===== src/rtl/bnn_cg_pkg.sv =====
// Shared types for the BNN clock-gate controller: FSM state encoding.
package bnn_cg_pkg;

    localparam int CG_STATE_W = 2;

    typedef enum logic [CG_STATE_W-1:0] {
        ACTIVE    = 2'd0,
        SLEEP_REQ = 2'd1,
        GATED     = 2'd2,
        WAKE      = 2'd3
    } cg_state_e;

endpackage


===== src/rtl/cg_sat_counter.sv =====
// Saturating up-counter with synchronous clear; holds at MAX once reached.
module cg_sat_counter #(
    parameter int unsigned W       = 4,
    parameter logic [W-1:0] MAX    = '1
) (
    input  logic         clk,
    input  logic         rst_n,
    input  logic         inc,
    input  logic         clr,
    output logic [W-1:0] cnt
);

    logic [W-1:0] cnt_d;
    logic [W-1:0] cnt_q;

    // Next count: clear wins over increment, increment stops at MAX.
    always_comb begin
        cnt_d = cnt_q;
        if (clr) begin
            cnt_d = '0;
        end else if (inc && (cnt_q != MAX)) begin
            cnt_d = cnt_q + W'(1);
        end else begin
            cnt_d = cnt_q;
        end
    end

    // Count register with synchronous active-low reset.
    always_ff @(posedge clk) begin
        if (!rst_n) begin
            cnt_q <= '0;
        end else begin
            cnt_q <= cnt_d;
        end
    end

    assign cnt = cnt_q;

endmodule


===== src/rtl/clock_gate_ctrl.sv =====
// Idle-detect / sleep-handshake controller driving a clock-gate enable.
// Optional statistics counters are built when CLOCK_GATE_STATS_EN is defined.
module clock_gate_ctrl
    import bnn_cg_pkg::*;
#(
    parameter int unsigned IDLE_CYCLES = 16,
    parameter int unsigned WAKE_CYCLES = 2,
    parameter int unsigned STAT_W      = 32
) (
    input  logic                  clk,
    input  logic                  rst_n,
    input  logic                  busy,
    input  logic                  req_valid,
    input  logic                  sleep_ack,
    input  logic                  force_on,
    output logic                  gate_en,
    output logic                  sleep_req,
    output logic                  wake_ready,
    output logic [CG_STATE_W-1:0] state
`ifdef CLOCK_GATE_STATS_EN
    ,
    output logic [STAT_W-1:0]     gated_cycles,
    output logic [STAT_W-1:0]     gate_events
`endif
);

    localparam int unsigned IDLE_W = (IDLE_CYCLES > 1) ? $clog2(IDLE_CYCLES) : 1;
    localparam int unsigned WAKE_W = (WAKE_CYCLES > 1) ? $clog2(WAKE_CYCLES) : 1;
    localparam logic [IDLE_W-1:0] IDLE_MAX = IDLE_W'(IDLE_CYCLES - 1);
    localparam logic [WAKE_W-1:0] WAKE_MAX = WAKE_W'(WAKE_CYCLES - 1);

    if (IDLE_CYCLES < 1) begin : g_bad_idle
        $error("clock_gate_ctrl: IDLE_CYCLES must be >= 1");
    end
    if (WAKE_CYCLES < 1) begin : g_bad_wake
        $error("clock_gate_ctrl: WAKE_CYCLES must be >= 1");
    end

    cg_state_e         state_d, state_q;
    logic [WAKE_W-1:0] wake_cnt_d, wake_cnt_q;
    logic              gate_en_d, gate_en_q;
    logic              sleep_req_d, sleep_req_q;
    logic              wake_ready_d, wake_ready_q;
    logic [IDLE_W-1:0] idle_cnt_s;
    logic              idle_s;
    logic              idle_inc_s;

    assign idle_s     = !busy && !req_valid && !force_on;
    // Idle run only accumulates in ACTIVE; every other state leaves it at zero.
    assign idle_inc_s = (state_q == ACTIVE) && idle_s;

    cg_sat_counter #(.W(IDLE_W), .MAX(IDLE_MAX)) u_idle_cnt (
        .clk   (clk),
        .rst_n (rst_n),
        .inc   (idle_inc_s),
        .clr   (!idle_inc_s),
        .cnt   (idle_cnt_s)
    );

    // Next-state, wake counter and Moore output decode.
    always_comb begin
        state_d    = state_q;
        wake_cnt_d = wake_cnt_q;
        case (state_q)
            ACTIVE: begin
                if (idle_s && (idle_cnt_s == IDLE_MAX)) begin
                    state_d = SLEEP_REQ;
                end else begin
                    state_d = ACTIVE;
                end
            end
            SLEEP_REQ: begin
                if (!idle_s) begin
                    state_d = ACTIVE;
                end else if (sleep_ack) begin
                    state_d = GATED;
                end else begin
                    state_d = SLEEP_REQ;
                end
            end
            GATED: begin
                if (req_valid || force_on) begin
                    state_d    = WAKE;
                    wake_cnt_d = '0;
                end else begin
                    state_d = GATED;
                end
            end
            WAKE: begin
                if (wake_cnt_q == WAKE_MAX) begin
                    state_d = ACTIVE;
                end else begin
                    wake_cnt_d = wake_cnt_q + WAKE_W'(1);
                end
            end
            default: begin
                state_d = ACTIVE;
            end
        endcase

        case (state_d)
            ACTIVE:    {gate_en_d, sleep_req_d, wake_ready_d} = 3'b101;
            SLEEP_REQ: {gate_en_d, sleep_req_d, wake_ready_d} = 3'b110;
            GATED:     {gate_en_d, sleep_req_d, wake_ready_d} = 3'b000;
            WAKE:      {gate_en_d, sleep_req_d, wake_ready_d} = 3'b100;
            default:   {gate_en_d, sleep_req_d, wake_ready_d} = 3'b101;
        endcase
    end

    // State and registered outputs; reset lands in ACTIVE with the clock on.
    always_ff @(posedge clk) begin
        if (!rst_n) begin
            state_q      <= ACTIVE;
            wake_cnt_q   <= '0;
            gate_en_q    <= 1'b1;
            sleep_req_q  <= 1'b0;
            wake_ready_q <= 1'b1;
        end else begin
            state_q      <= state_d;
            wake_cnt_q   <= wake_cnt_d;
            gate_en_q    <= gate_en_d;
            sleep_req_q  <= sleep_req_d;
            wake_ready_q <= wake_ready_d;
        end
    end

    assign gate_en    = gate_en_q;
    assign sleep_req  = sleep_req_q;
    assign wake_ready = wake_ready_q;
    assign state      = state_q;

`ifdef CLOCK_GATE_STATS_EN
    cg_sat_counter #(.W(STAT_W), .MAX({STAT_W{1'b1}})) u_gated_cycles (
        .clk   (clk),
        .rst_n (rst_n),
        .inc   (state_q == GATED),
        .clr   (1'b0),
        .cnt   (gated_cycles)
    );

    cg_sat_counter #(.W(STAT_W), .MAX({STAT_W{1'b1}})) u_gate_events (
        .clk   (clk),
        .rst_n (rst_n),
        .inc   ((state_q == SLEEP_REQ) && idle_s && sleep_ack),
        .clr   (1'b0),
        .cnt   (gate_events)
    );
`endif

endmodule


===== config.mk =====
export PLATFORM = sky130hd
export DESIGN_NAME = clock_gate_ctrl
export DESIGN_NICKNAME = d
export VERILOG_FILES = /design/src/rtl/bnn_cg_pkg.sv /design/src/rtl/cg_sat_counter.sv /design/src/rtl/clock_gate_ctrl.sv
export SDC_FILE = /design/constraint.sdc
export NUM_CORES = 1
export LEC_CHECK = 0
export CAP_MARGIN = 20
export CORE_AREA = 4 4 41 43
export DETAILED_ROUTE_END_ITERATION = 8
export DIE_AREA = 0 0 45 47
export PLACE_DENSITY = 0.6
export SYNTH_ARGS = -nofsm -noshare
export SYNTH_HDL_FRONTEND = slang
export SYNTH_SLANG_ARGS = --single-unit

===== constraint.sdc =====
create_clock -name clk -period 3.5 [get_ports clk]
set_clock_uncertainty 0.05 [all_clocks]
set_input_delay 0.35 -clock clk [delete_from_list [all_inputs] [get_ports clk]]
set_output_delay 0.35 -clock clk [all_outputs]
set_load 0.02 [all_outputs]

Yosys cells after proc, flatten, opt, wreduce, memory -nomap -nowiden
Cells that the tools add are included.
Operators by class
  muxes and demuxes: 12
  add/subtract/negate cells: 2
  reduce and logical (&&, ||, !) cells: 17
  equality and inequality tests: 9
Operator list (number)
  OR reduction 3 bit: 3
  == test 2 bit, second input constant: 4
  one-hot mux 1 bit (2 select lines): 4
  one-hot mux 2 bit (4 select lines): 1
  two-way mux 2 bit: 3
  logical AND 1 bit: 5
  adder 4 x 1 -> 4 bit, second input constant: 1
  == test 2 x 1 -> 1 bit, second input constant: 2
  == test 4 bit, second input constant: 1
  logical NOT 2 bit: 2
  two-way mux 1 bit: 4
  != test 4 bit, second input constant: 1
  AND reduction 2 bit: 2
  logical NOT 1 bit: 3
  != test 2 bit, second input constant: 1
  nonzero test 2 bit: 1
  adder 1 bit, second input constant: 1
  logical OR 1 bit: 1
Storage, ports and cells
  register bits: 10
  word-level logic and storage cells: 46
  bits of input ports: 6
  output and inout bits: 5

Longest topological paths before layout
  word-level depth: 9
  depth in mapped cells: 4
  mapped depth without buffers: 4

Modules after synthesis
Synthesis repeated with hierarchy kept, for this count alone.
Unflattened totals
  cell total of the unflattened synthesis: 49
  area total of the unflattened synthesis: 452.9 µm²
By module, submodules not included
  clock_gate_ctrl: area each 261.5 µm², times used 1, cells each 28, seq. area each 120.1 µm²
  cg_sat_counter: area each 191.4 µm², times used 1, cells each 21, seq. area each 80.1 µm²

Worst setup path before layout
No wires, ideal clock.
  path kind: register to register
  start point: register state_q[0], in the netlist state[0]
  end point: register gate_en_q, in the netlist gate_en
  cell stages (with the launch flop): 4
  setup slack: 2.292 ns
  data arrival time: 1.028 ns
  library setup time: 0.130 ns
  buffers on the path: 0
  data required time: 3.320 ns
  clock period less this slack: 1.208 ns
  cells stage by stage: dfxtp_1 -> and4b_1 -> o21ai_2 -> nand4_1
Between the ends
  longest elaborated chain between the ends: 5
  elaborated cells between the ends (all ways): 12
  those cells by class: 6 x eq/ne; 3 x mux; 3 x reduce/logical
Ends and longest elaborated chain
  start, declared: RTL line clock_gate_ctrl.sv:39  | cg_state_e state_d, state_q;
  start signal, assigned: RTL line clock_gate_ctrl.sv:119  | state_q <= state_d;
  == test 2 bit, or another cell as far along: RTL line clock_gate_ctrl.sv:64  | case (state_q)
  one-hot mux 2 bit (4 select lines) (*): RTL line clock_gate_ctrl.sv:64
  == test 2 bit, or another cell as far along: RTL line clock_gate_ctrl.sv:101  | case (state_d)
  OR reduction 3 bit (no source line)
  one-hot mux 1 bit (2 select lines) (*): RTL line clock_gate_ctrl.sv:101
  end signal, assigned: RTL line clock_gate_ctrl.sv:121  | gate_en_q <= gate_en_d;
  end, declared: RTL line clock_gate_ctrl.sv:41  | logic gate_en_d, gate_en_q;
Mark *: on every way between the ends. The rest lies on a longest branch, timed or not.
A chain may end at the register's enable or synchronous reset.

Worst setup path in the final report
  start point: register state_q[0], in the netlist state[0]
  end point: output state[0]
RTL lines
  end, declared: RTL line clock_gate_ctrl.sv:19  | output logic [CG_STATE_W-1:0] state
No word-level cell between the ends.

==> metrics.md <==
| Metric | Value |
|---|---|
| Critical path endpoint category | primary output |
| RSZ-0062 raised after global routing | false |
| RR Endpoint | gate_en |
| Total GRT Usage | 9.509% |
| Largest net degree at the start of global routing | 9 |
| Worst Max-Slew Pin Slew | 0.2612 ns |
| Remaining Overflow, GRT | 0 |
| Core area | 0.001301 sq mm |
| Post-CTS Hold Fix Bufs | 0 |
| Port bufs | 10 |
| Resized cells post-CTS | 0 |
| Number of hold violations in the final report | 0 |
| Layout area overhead | 32.29% |
| #FFs+latches synth | 10 |
| Slowest cell on the critical path | clkdlybuf4s50_1 |
| Final setup vio count | 0 |
| Tcrit/Tclk final | 51.11% |
| Bufs and invs on worst path | 1 |
| Reg-to-reg setup timing slack | 2.24 ns |
| Yosys warnings | 0 |
| Post-Syn Area | 437.9 sq um |
| Overall power | 203.6 uW |
| WHS Path Cells | 2 |
| Vias | 359 |
| Die Y | 47 um |
| Outcome | finished clean |
| Hold path endpoint | u_idle_cnt.cnt[2] |
| Relative slew margins | 82.46% |
| CTS tree | done |
| Ports | 11 |
| Die ar. | 0.002115 sq mm |
| Post-synthesis cell count | 44 |
| Layout cells sized above 1 | 12.28% |
| Nets@finish | 66 |
| Reg clk slew, reported paths | 0.06 ns |
| Design area | 579.3 sq um |
| Die width | 45 um |
| Critical path peak fanout | 8 |
| R2R Path Start | u_idle_cnt.cnt[0] |
| CP max stage delay | 0.66 ns |
| Critical path class | flip-flop to primary output |
| Most frequent cells in the layout | dfxtp_1 (10), clkdlybuf4s50_1 (10), nor2_1 (5) |
| Setup bufs post-CTS | 0 |
| Post-layout min period | 1.789 ns |
| Starting Density | 33.65% |
| Antenna-violating nets left | 0 |
| DP HPWL | 591.4 um |
| Crit path max-delay family | buffers and inverters |
| GPL Wtd Cong | 0.7091 |
| Min-Delay Path Class | flip-flop to flip-flop |
| Sinks on Clock Net | 10 |
| Maxcap violations | 0 |
| Initial antenna violation count | 0 |
| Arrival time worst endpoint | 1.39 ns |
| Clk_lat worst skew | 0.26 ns |
| Share of the yosys chip area belonging to registers | 45.71% |
| Vias in the first global route | 335 |
| WL/cell | 10.81 um |
| Row cnt | 13 |
| H-tree levels | 1 |
| Net Count, Synth | 51 |
| DRT Pass-1 Iters | 2 |
| Diodes inserted | 0 |
| Num CTS Buffers | 3 |
| Maximum clock rate | 0.5590 GHz |
| Clock root buffer master | clkbuf_4 |
| Final Slew Violations | 0 |
| Min-delay src | u_idle_cnt.cnt[3] |
| FF-to-FF path depth | 4 |
| Critical Path RT | 3.10 ns |
| Maximum clock path buffer count | 2 |
| Placed inst area | 556.8 sq um |
| Worst vdd ir | 0.1658 mV |
| Mean Syn Cell Area | 9.953 sq um |
| LEAKAGE | 0.2005 nW |
| First-pass GRT wire length | 1317 um |
| Worst path cell trace | clkdlybuf4s50_1 |
| Vias/cell | 4.986 |
| Power Density | 351.4 mW/mm^2 |
| DRC viols | 0 |
| CP startpoint kind | flip-flop |
| Final Routed Wirelength | 778 um |
| Yosys cell types | 25 |
| Iteration-0 DRC Markers | 3 |
| Setup TNS | 0 ns |
==> Yosys cell counts <==
cell      count  area share, %
a21boi_2      1            2.6
a31oi_1       1            1.4
a21boi_1      1            1.7
mux2i_1       1            2.3
o21ai_0       2            2.3
xnor2_1       1            2.0
nor2_1        5            4.3
nand4_1       1            1.4
nor3b_2       1            2.9
inv_1         1           0.86
a21boi_0      1            1.7
nand2_1       1           0.86
nor4_4        1            4.9
nor3b_1       1            1.7
and2_1        1            1.4
a31o_1        1            2.0
nand2b_1      1            1.4
dfxtp_1      10             46
o21ai_2       1            2.0
nor2b_1       2            2.9
nor3_1        3            3.4
ha_1          1            2.9
and4b_1       1            2.3
a22oi_1       1            1.7
nand3_1       3            3.4
==> cell families after synthesis <==
family,after synthesis,synth area share [%]
and+or+nand+nor,21,30.86
DFF,10,45.71
AOI/OAI and AO/OA,9,15.43
xor gates and xnor gates,1,2.000
buffers and inverters,1,0.8563
muxes,1,2.286
adders and majority gates,1,2.857
==> worst max-delay path by stage <==
| stage | startpoint | end | slack [ns] | cells after the start |
|---|---|---|---|---|
| 5_1_grt | state[0] | state[0] | 1.64 | 1 |
| 3_3_place_gp | req_valid | gate_en | 1.85 | 4 |
| 4_1_cts | state[0] | state[0] | 1.70 | 1 |
| 3_5_place_dp | req_valid | gate_en | 1.87 | 4 |
| 2_1_floorplan | state[0] | gate_en | 2.29 | 3 |
| 6_report | state[0] | state[0] | 1.71 | 1 |
==> metal layers <==
layer  wire (um)  track usage (%)
met1         370            9.862
met2         332            13.28
met3          45            3.448
met4          29            12.28
met5           0                0
==> area by class of cell <==
class                           instances  area, sq um
Clock buffer                            3        22.52
Fill cell                             140        721.9
Inverter                                1        3.754
Multi-Input combinational cell         33        234.0
Sequential cell                        10        200.2
Tap cell                               15        18.77
Timing Repair Buffer                   10        100.1
==> state kept, by name (all words and copies together) (netlist names) <==
name            count
wake_ready          1
state               2
u_idle_cnt.cnt      4
sleep_req           1
gate_en             1
wake_cnt_q          1
==> power breakdown <==
| group | switching, mW | internal, mW |
|---|---|---|
| clock | 0.0375 | 0.0397 |
| sequential | 0.000367 | 0.114 |
| combinational | 0.00461 | 0.00729 |
==> stage by stage <==
stage | cells | setup WS [ns] | hold slack, ns | util [%]
finish | 72 | 1.711 | 0.4964 | 44.52
global route | 72 | 1.636 | 0.5174 | 44.52
CTS | 72 | 1.702 | 0.4982 | 44.52
detailed placement | 69 | 1.872 | 0.4845 | 42.79
global placement | 69 | 1.854 | 0.4798 | 42.79
floorplan | 44 | 2.292 | 0.3739 | -
Note: power is estimated with default switching activity, not from simulation.
